--- src/rtl/cache_read_arbiter.sv ---
// rtl/cache_read_arbiter.sv - NUM_MASTER-to-1 CacheBus read-path arbiter with id-based R routing
//
// Purpose: round-robin arbitration of upstream AR requests into a one-entry
// registered output stage, id widening with the master index, combinational
// R routing back by that index, and a per-master outstanding-burst limit.
// Optional build macro: CACHE_RARB_QOS_EN (master 0 gets strict priority).
//
// Ports:
//   clk, rst        clock, asynchronous active-low reset
//   s_ar_valid/s_ar/s_ar_ready   per-master AR channel (payload packed, id at MSBs)
//   s_r_valid/s_r/s_r_ready      per-master R valid/ready, broadcast R payload
//   m_ar_valid/m_ar/m_ar_ready   downstream AR channel, id = {master, id}
//   m_r_valid/m_r/m_r_ready      downstream R channel
//   err_route                    sticky: R beat carried a master index >= NUM_MASTER
//
// AR payload layout (MSB..LSB): id, addr, len[7:0], size[2:0], burst[1:0], user, snoop[3:0]
// R payload layout  (MSB..LSB): id, data, resp[1:0], last, user
module cache_read_arbiter #(
    parameter int NUM_MASTER      = 3,
    parameter int ADDR_WIDTH      = 32,
    parameter int DATA_WIDTH      = 64,
    parameter int ID_WIDTH        = 2,
    parameter int USER_WIDTH      = 1,
    parameter int MAX_OUTSTANDING = 4,
    localparam int MW    = (NUM_MASTER > 1) ? $clog2(NUM_MASTER) : 1,
    localparam int DID   = ID_WIDTH + MW,
    localparam int AR_PW = ADDR_WIDTH + 8 + 3 + 2 + USER_WIDTH + 4,
    localparam int AR_UW = ID_WIDTH + AR_PW,
    localparam int AR_DW = DID + AR_PW,
    localparam int R_PW  = DATA_WIDTH + 2 + 1 + USER_WIDTH,
    localparam int R_UW  = ID_WIDTH + R_PW,
    localparam int R_DW  = DID + R_PW
) (
    input  logic                                clk,
    input  logic                                rst,
    input  logic [NUM_MASTER-1:0]               s_ar_valid,
    input  logic [NUM_MASTER-1:0][AR_UW-1:0]    s_ar,
    output logic [NUM_MASTER-1:0]               s_ar_ready,
    output logic [NUM_MASTER-1:0]               s_r_valid,
    output logic [R_UW-1:0]                     s_r,
    input  logic [NUM_MASTER-1:0]               s_r_ready,
    output logic                                m_ar_valid,
    output logic [AR_DW-1:0]                    m_ar,
    input  logic                                m_ar_ready,
    input  logic                                m_r_valid,
    input  logic [R_DW-1:0]                     m_r,
    output logic                                m_r_ready,
    output logic                                err_route
);

    localparam int CW = $clog2(MAX_OUTSTANDING + 1);

`ifdef CACHE_RARB_QOS_EN
    localparam bit QOS = 1'b1;
`else
    localparam bit QOS = 1'b0;
`endif

    logic [CW-1:0]          cnt [NUM_MASTER];
    logic [MW-1:0]          rr_ptr;
    logic [AR_DW-1:0]       m_ar_q;
    logic                   m_ar_valid_q;
    logic                   err_q;

    logic [NUM_MASTER-1:0]  elig;
    logic [NUM_MASTER-1:0]  elig_rr;
    logic                   gnt_found;
    logic [MW-1:0]          gnt_idx;
    logic [MW-1:0]          gnt_next;
    logic                   accept;
    logic                   ar_hs;
    int                     scan;

    logic [MW-1:0]          r_idx;
    logic                   r_last;
    logic                   r_bad;
    logic                   r_rdy_sel;
    logic                   r_hs;
    logic [NUM_MASTER-1:0]  r_dec;

    assign accept = !m_ar_valid_q || m_ar_ready;

    always_comb begin
        for (int i = 0; i < NUM_MASTER; i++) begin
            elig[i] = s_ar_valid[i] && (cnt[i] < CW'(MAX_OUTSTANDING));
        end
        elig_rr = elig;
        // With priority enabled master 0 is taken out of the rotation entirely.
        if (QOS) elig_rr[0] = 1'b0;
    end

    always_comb begin
        gnt_found = 1'b0;
        gnt_idx   = '0;
        scan      = 0;
        if (QOS && elig[0]) begin
            gnt_found = 1'b1;
        end else begin
            for (int k = 0; k < NUM_MASTER; k++) begin
                scan = (int'(rr_ptr) + k) % NUM_MASTER;
                if (!gnt_found && elig_rr[scan]) begin
                    gnt_found = 1'b1;
                    gnt_idx   = MW'(scan);
                end
            end
        end
    end

    assign ar_hs    = accept && gnt_found;
    assign gnt_next = (int'(gnt_idx) == NUM_MASTER - 1) ? '0 : gnt_idx + 1'b1;

    always_comb begin
        for (int i = 0; i < NUM_MASTER; i++) begin
            s_ar_ready[i] = ar_hs && (gnt_idx == MW'(i));
        end
    end

    // R routing: the master index rides in the top MW id bits.
    assign r_idx  = m_r[R_DW-1 -: MW];
    assign r_last = m_r[USER_WIDTH];
    assign r_bad  = ({1'b0, r_idx} >= (MW+1)'(NUM_MASTER));
    assign s_r    = m_r[R_UW-1:0];

    always_comb begin
        r_rdy_sel = 1'b0;
        for (int i = 0; i < NUM_MASTER; i++) begin
            s_r_valid[i] = m_r_valid && !r_bad && (r_idx == MW'(i));
            if (r_idx == MW'(i)) r_rdy_sel = s_r_ready[i];
        end
    end

    // Beats with an unroutable index are swallowed so the downstream never stalls.
    assign m_r_ready = r_bad || r_rdy_sel;
    assign r_hs      = m_r_valid && m_r_ready;

    always_comb begin
        for (int i = 0; i < NUM_MASTER; i++) begin
            r_dec[i] = r_hs && r_last && !r_bad && (r_idx == MW'(i));
        end
    end

    always_ff @(posedge clk or negedge rst) begin
        if (!rst) begin
            m_ar_valid_q <= 1'b0;
            m_ar_q       <= '0;
            rr_ptr       <= '0;
            err_q        <= 1'b0;
            for (int i = 0; i < NUM_MASTER; i++) cnt[i] <= '0;
        end else begin
            if (ar_hs) begin
                m_ar_q       <= {gnt_idx, s_ar[gnt_idx]};
                m_ar_valid_q <= 1'b1;
                // A priority grant to master 0 must not disturb the rotation of the others.
                if (!(QOS && gnt_idx == '0)) rr_ptr <= gnt_next;
            end else if (m_ar_ready) begin
                m_ar_valid_q <= 1'b0;
            end

            if (r_hs && r_bad) err_q <= 1'b1;

            for (int i = 0; i < NUM_MASTER; i++) begin
                if (s_ar_ready[i] && !r_dec[i]) begin
                    cnt[i] <= cnt[i] + 1'b1;
                end else if (r_dec[i] && !s_ar_ready[i] && cnt[i] != '0) begin
                    cnt[i] <= cnt[i] - 1'b1;
                end
            end
        end
    end

    assign m_ar_valid = m_ar_valid_q;
    assign m_ar       = m_ar_q;
    assign err_route  = err_q;

endmodule

--- config.mk ---
export PLATFORM = sky130hd
export DESIGN_NAME = cache_read_arbiter
export DESIGN_NICKNAME = d
export VERILOG_FILES = /design/src/rtl/cache_read_arbiter.sv
export SDC_FILE = /design/constraint.sdc
export NUM_CORES = 1
export LEC_CHECK = 0
export BUFFER_PORTS_ARGS = -buffer_cell sky130_fd_sc_hd__buf_2
export CAP_MARGIN = 30
export CORE_AREA = 2 2 142 144
export CTS_CLUSTER_SIZE = 40
export DETAILED_ROUTE_END_ITERATION = 8
export DIE_AREA = 0 0 144 146
export GPL_TIMING_DRIVEN = 0
export PLACE_DENSITY = 0.66
export SKIP_CTS_REPAIR_TIMING = 1
export SYNTH_ARGS = -nofsm -noshare
export SYNTH_HDL_FRONTEND = slang
export SYNTH_SLANG_ARGS = --single-unit
export TNS_END_PERCENT = 10
--- constraint.sdc ---
create_clock -name clk -period 3.1 [get_ports clk]
set_input_delay 0.62 -clock clk [delete_from_list [all_inputs] [get_ports clk]]
set_output_delay 0.62 -clock clk [all_outputs]
set_load 0.02 [all_outputs]
=== After elaboration in Yosys (flattened, before gate mapping) ===
Cells that the tools add are included.
Widths: inputs -> output; s select.

* Register bits after elaboration: 67
* Bits in latches: 0
* Memory bits (writable): 0
* Memory bits (read-only): 0
* Output and inout bits: 133
* Memories: 0

* Add/subtract/negate cells: 9
* Multiply operators: 0
* Divide/modulo/power cells: 3
* $lt $le $gt $ge: 8
* Equal/unequal tests: 5
* Shifts and indexed selects: 0
* Multiplexer cells: 29
* Bitwise gates (word level): 0
* Reduce and logical (&&, ||, !) cells: 50

{| class="wikitable"
|+ Operators with widths
! operator !! number
|-
| $bmux 52 s2 || 1
|-
| $lt 32x4->1 const B || 3
|-
| $mod 32x3->32 const B || 2
|-
| $mux 52 || 1
|-
| $mod 3x3->32 const B || 1
|-
| $logic_and 1x1->1 || 29
|-
| $mux 3 || 6
|-
| $mux 1 || 14
|-
| $logic_not 1->1 || 10
|-
| $add 3x1->3 const B || 3
|-
| $lt 3x3->1 const B || 3
|-
| $reduce_bool 3->1 || 3
|-
| $sub 3x1->3 const B || 3
|-
| $mux 2 || 4
|-
| $reduce_bool 2->1 || 4
|-
| $bmux 1 s2 || 3
|-
| $eq 2x2->1 const B || 3
|-
| $eq 2x1->1 const B || 2
|-
| $logic_not 2->1 || 2
|-
| $add 2x1->3 const B || 1
|-
| $add 2x2->3 const B || 1
|-
| $lt 2x3->1 const B || 1
|-
| $add 2x1->2 const B || 1
|-
| $ge 2x2->1 const B || 1
|-
| $logic_or 1x1->1 || 2
|}

=== Depth between registers and ports, before layout ===
* Depth in word-level cells: 19
* Mapped depth: 14
* Mapped depth without buffers: 12

=== Least setup slack after synthesis ===
OpenSTA, ideal clock, no wires.

* Path type: register to register
* From: register rr_ptr[0]
* To: register cnt[4] (netlist bit)
* Arrival time: 3.236 ns
* Setup slack: -0.293 ns
* Cell stages (with the launch flop): 12
* Path buffers: 0
* Clock period less this slack: 3.393 ns
* Path through: dfrtp_1 -> inv_1 -> ha_1 -> or3b_1 -> a21oi_1 -> o41ai_4 -> nor4_4 -> nand2_1 -> fa_1 -> mux2_2 -> nand2_1 -> o21ai_0

* Cells in the longest elaborated chain, start to end: 17
* Elaborated cells between the ends (all ways): 33
* Classes of those cells: 2 x add/sub; 3 x div; 1 x eq/ne; 16 x mux; 11 x reduce/logical

{| class="wikitable"
|+ Ends and longest elaborated chain
! what !! line !! text
|-
| from (decl) || 60 || <nowiki>logic [MW-1:0] rr_ptr;</nowiki>
|-
| from (signal assigned) || 154 || <nowiki>if (!(QOS && gnt_idx == '0)) rr_ptr <= gnt_next;</nowiki>
|-
| branches (longest 12 deep; another with $mod 32x3->32) || - ||
|-
| $logic_and 1x1->1 * || 114 || <nowiki>s_ar_ready[i] = ar_hs && (gnt_idx == MW'(i));</nowiki>
|-
| named net s_ar_ready[1] || 38 || <nowiki>output logic [NUM_MASTER-1:0] s_ar_ready,</nowiki>
|-
| $logic_not 1->1 || 164 || <nowiki>end else if (r_dec[i] && !s_ar_ready[i] && cnt[i] != '0) begin</nowiki>
|-
| $logic_and 1x1->1 (2 in a row) || 164 ||
|-
| $reduce_bool 2->1 (no line) || - ||
|-
| to (signal, indexed assignment) || 163 || <nowiki>cnt[i] <= cnt[i] + 1'b1;</nowiki>
|-
| to (signal, indexed assignment) || 165 || <nowiki>cnt[i] <= cnt[i] - 1'b1;</nowiki>
|-
| to (decl) || 59 || <nowiki>logic [CW-1:0] cnt [NUM_MASTER];</nowiki>
|}

Mark *: on every way through the listed nets, which the timed path passes. The select of a mux whose other input is x is not followed.
A chain may end at the register's enable or synchronous reset.

=== Worst setup path after layout ===
* From: register rr_ptr[0]
* To: output port s_ar_ready[0]

* Cells in the longest elaborated chain, start to end: 13
* Elaborated cells between the ends (all ways): 27
* Classes of those cells: 2 x add/sub; 3 x div; 15 x mux; 7 x reduce/logical

{| class="wikitable"
|+ Ends and longest elaborated chain
! what !! line
|-
| branches (longest 12 deep; another with $mod 32x3->32) || -
|-
| $logic_and 1x1->1 * || 114
|-
| to (decl) || 38
|}

Every way passes the cells marked *. The select of a mux whose other input is x is not followed.

==> metrics.md <==
| Metric | Value |
|---|---|
| DR vias | `4929` |
| Post-synthesis cell count | `503` |
| Max Cap Viol | `0` |
| Worst vdd ir | `0.000461 V` |
| Final period utilization | `99.2%` |
| RR Startpoint | `rr_ptr[0]` |
| Crit-path max cell delay | `540 ps` |
| Die width | `144 um` |
| Post-route ant nets | `0` |
| WP data arrival | `2450 ps` |
| Total CTS buffers | `9` |
| Core Area | `0.0193 mm^2` |
| Data required, critical path | `2480 ps` |
| Fin Setup TNS | `0 ps` |
| DR WL/cell | `15.4 um` |
| Die H | `146 um` |
| Worst setup EP type | `output pin` |
| Predominant post-synthesis flop cell | `dfrtp_1` |
| F_max | `325 MHz` |
| Clk_lat worst skew | `340 ps` |
| Share of the synthesized area in the top cell type | `36.7%` |
| Status | `finished clean` |
| Crit Path Category | `flop to output pin` |
| First-pass GRT wire length | `25400 um` |
| Synth area leaders | `dfrtp_1, mux2i_1, buf_4` |
| Worst min-delay path class | `input port to async pin` |
| Clock Sinks | `67` |
| Syn Std Cell Area | `0.00457 mm^2` |
| Final Setup Violations | `0` |
| Gr ovfl total | `0` |
| Final #Nets | `1073` |
| Clock tree buffer depth | `2` |
| Number of antenna violations at the first check in global routing | `0` |
| Slew headroom | `48.9%` |
| Number of synthesized flops with an enable pin | `0` |
| FF-to-FF path depth | `12` |
| Post-route insts no fill | `1099` |
| TritonRoute pass-1 iters | `4` |
| Power Dens Cells | `939 mW/mm^2` |
| CP cell instances | `buf_4 -> ha_2 -> or4bb_4 -> and3_1 -> o211ai_2 -> nand4_1 -> inv_1 -> buf_2` |
| Final design utilization | `36.2%` |
| CTS tree | `built` |
| Startpoint types | `flop` |
| Root Buffer | `clkbuf_16` |
| Residual DRC count | `0` |
| Syn avg cell area | `9.09 um^2` |
| Area Growth Syn to Fin | `52.9%` |
| Drt via density | `4.48` |
| Sequential share of the synthesized area | `36.7%` |
| Port Buffer Count | `301` |
| Final wirelength | `16900 um` |
| Leakage | `3.59 nW` |
| Placed cells | `1070` |
| Slew @ Worst Pin | `766 ps` |
| Largest area contributor in the netlist | `dfrtp_1` |
| Pwr Total | `0.00656 W` |
| Period minus WS final | `3070 ps` |
| Largest net degree at the start of global routing | `36` |
| Rows | `51` |
| RSZ-0062 raised after global routing | `yes` |
| Setup Skew | `8.14 ps` |
| Reg2Reg Setup Slack | `30 ps` |
| Slowest cell on crit path | `or4bb_4` |
| Routability cong. | `0.859` |
| Starting Density | `23.6%` |
| Die ar. | `0.0210 mm^2` |
| Initial DRC Count | `212` |
| Total track usage | `15.6%` |
| Post-synth cell types | `51` |
| Synth Warn # | `0` |
| R2R Path End | `cnt[7]` |
| FFs w/ async S/R, synth | `100%` |
| Diodes inserted | `0` |
| Vias in the first global route | `4815` |
| Clock transition at the registers of the reported paths | `60 ps` |
| Synth Register Bits | `67` |
| H-tree depth | `3` |
| Crit Path Max Fanout | `5` |
| Post-DP HPWL | `13300 um` |
| IO Pins | `371` |
| Final Hold Fails | `0` |
| Ratio of cells with drive above 1 in the final layout | `52.4%` |
| Syn_nets | `747` |
| Fin. max-slew vios | `0` |
state kept, by name (all words and copies together), names as in the netlist:
name        flops
cnt             9
m_ar           54
rr_ptr          2
m_ar_valid      1
err_route       1
through the flow:
stage / setup slack [ps] / hold WS, ps / cell area, um^2
after global routing: -85.7 / 264 / 6990
after floorplan: -159 / 324 / 4610
after global placement: -1030 / 454 / 6450
final: 26.2 / 240 / 6990
after detailed placement: -1120 / 454 / 6470
after CTS: -1200 / 253 / 6780
power breakdown:
part           switching [W]  total (W)  internal (W)
Combinational        0.00237    0.00389       0.00152
Sequential          0.000285    0.00159       0.00131
Clock               0.000446    0.00108      0.000629
Total                0.00310    0.00656       0.00346
routing by layer:
| layer | part of all wire (%) | vias up | global-route usage, % | wire, um |
|---|---|---|---|---|
| li1 | - | 2399 | - | - |
| met1 | 41 | 2291 | 18.7 | 7010 |
| met2 | 51 | 228 | 28.3 | 8710 |
| met3 | 6.5 | 11 | 3.78 | 1100 |
| met4 | 0.70 | 0 | 2.94 | 118 |
| met5 | 0 | - | 0 | 0 |
critical path, delay by kind of cell (launching register included):
kind | cells | cell delay, ps
buffers and inverters | 3 | 430
DFF | 1 | 390
and+or+nand+nor | 3 | 960
adders and majority gates | 1 | 210
AOI/OAI and AO/OA | 1 | 120
worst max path at each step:
stage	startpoint	cells past startpoint	slack (ps)	endpoint
floorplan	rr_ptr[1]	11	-160	cnt[4]
global placement	s_ar_valid[1]	13	-1030	cnt[1]
detailed placement	s_ar_valid[1]	13	-1120	cnt[1]
CTS	rr_ptr[1]	10	-1200	s_ar_ready[2]
global route	rr_ptr[0]	8	-90	s_ar_ready[0]
finish	rr_ptr[0]	8	30	s_ar_ready[0]
kinds of logic after synthesis:
kind of cell    count (synthesis)  synth area share, %
compound gates                145                 18.7
xor+xnor                        2                0.383
fa+ha+maj                       6                 2.14
buf+inv                       106                 14.6
flops                          67                 36.7
mux                            56                 12.3
simple gates                  121                 15.2
placed cells by master, fill, tap and decap left out, drive strengths merged, types with 10 or more instances in the layout:
cell type / n
mux2i: 55
a21oi: 48
a22oi: 11
clkbuf: 30
buf: 391
dfrtp: 67
nor2: 15
o21ai: 60
nand2: 20
and3: 41
inv: 10
area by class of cell:
type | instances | area [um^2]
tap | 265 | 332
clock inverter | 7 | 76.3
sequential | 67 | 1680
multi-input combinational | 330 | 2350
buffer | 97 | 656
clock buffer | 9 | 225
inverter | 9 | 38.8
fill | 2019 | 12300
timing repair buffer | 315 | 1640
cell usage after synthesis, types with 2 or more instances:
cell type / n
buf_4: 70
dfrtp_1: 67
mux2i_1: 55
a21oi_1: 48
and3_1: 41
o21ai_0: 35
o21ai_1: 25
clkbuf_1: 23
nand2_1: 20
nor2_1: 15
a22oi_1: 11
inv_1: 8
nand2b_1: 7
nand3_1: 6
nor3_1: 6
nor2b_1: 5
buf_2: 4
o22ai_1: 4
a21o_1: 3
a31o_2: 3
a31oi_1: 3
fa_1: 3
ha_1: 3
nand4_1: 3
nor3b_1: 3
and2_1: 2
nor4_1: 2
o211ai_1: 2
or3_1: 2
or4bb_1: 2
xnor2_1: 2
Note: power is estimated with default switching activity, not from simulation.
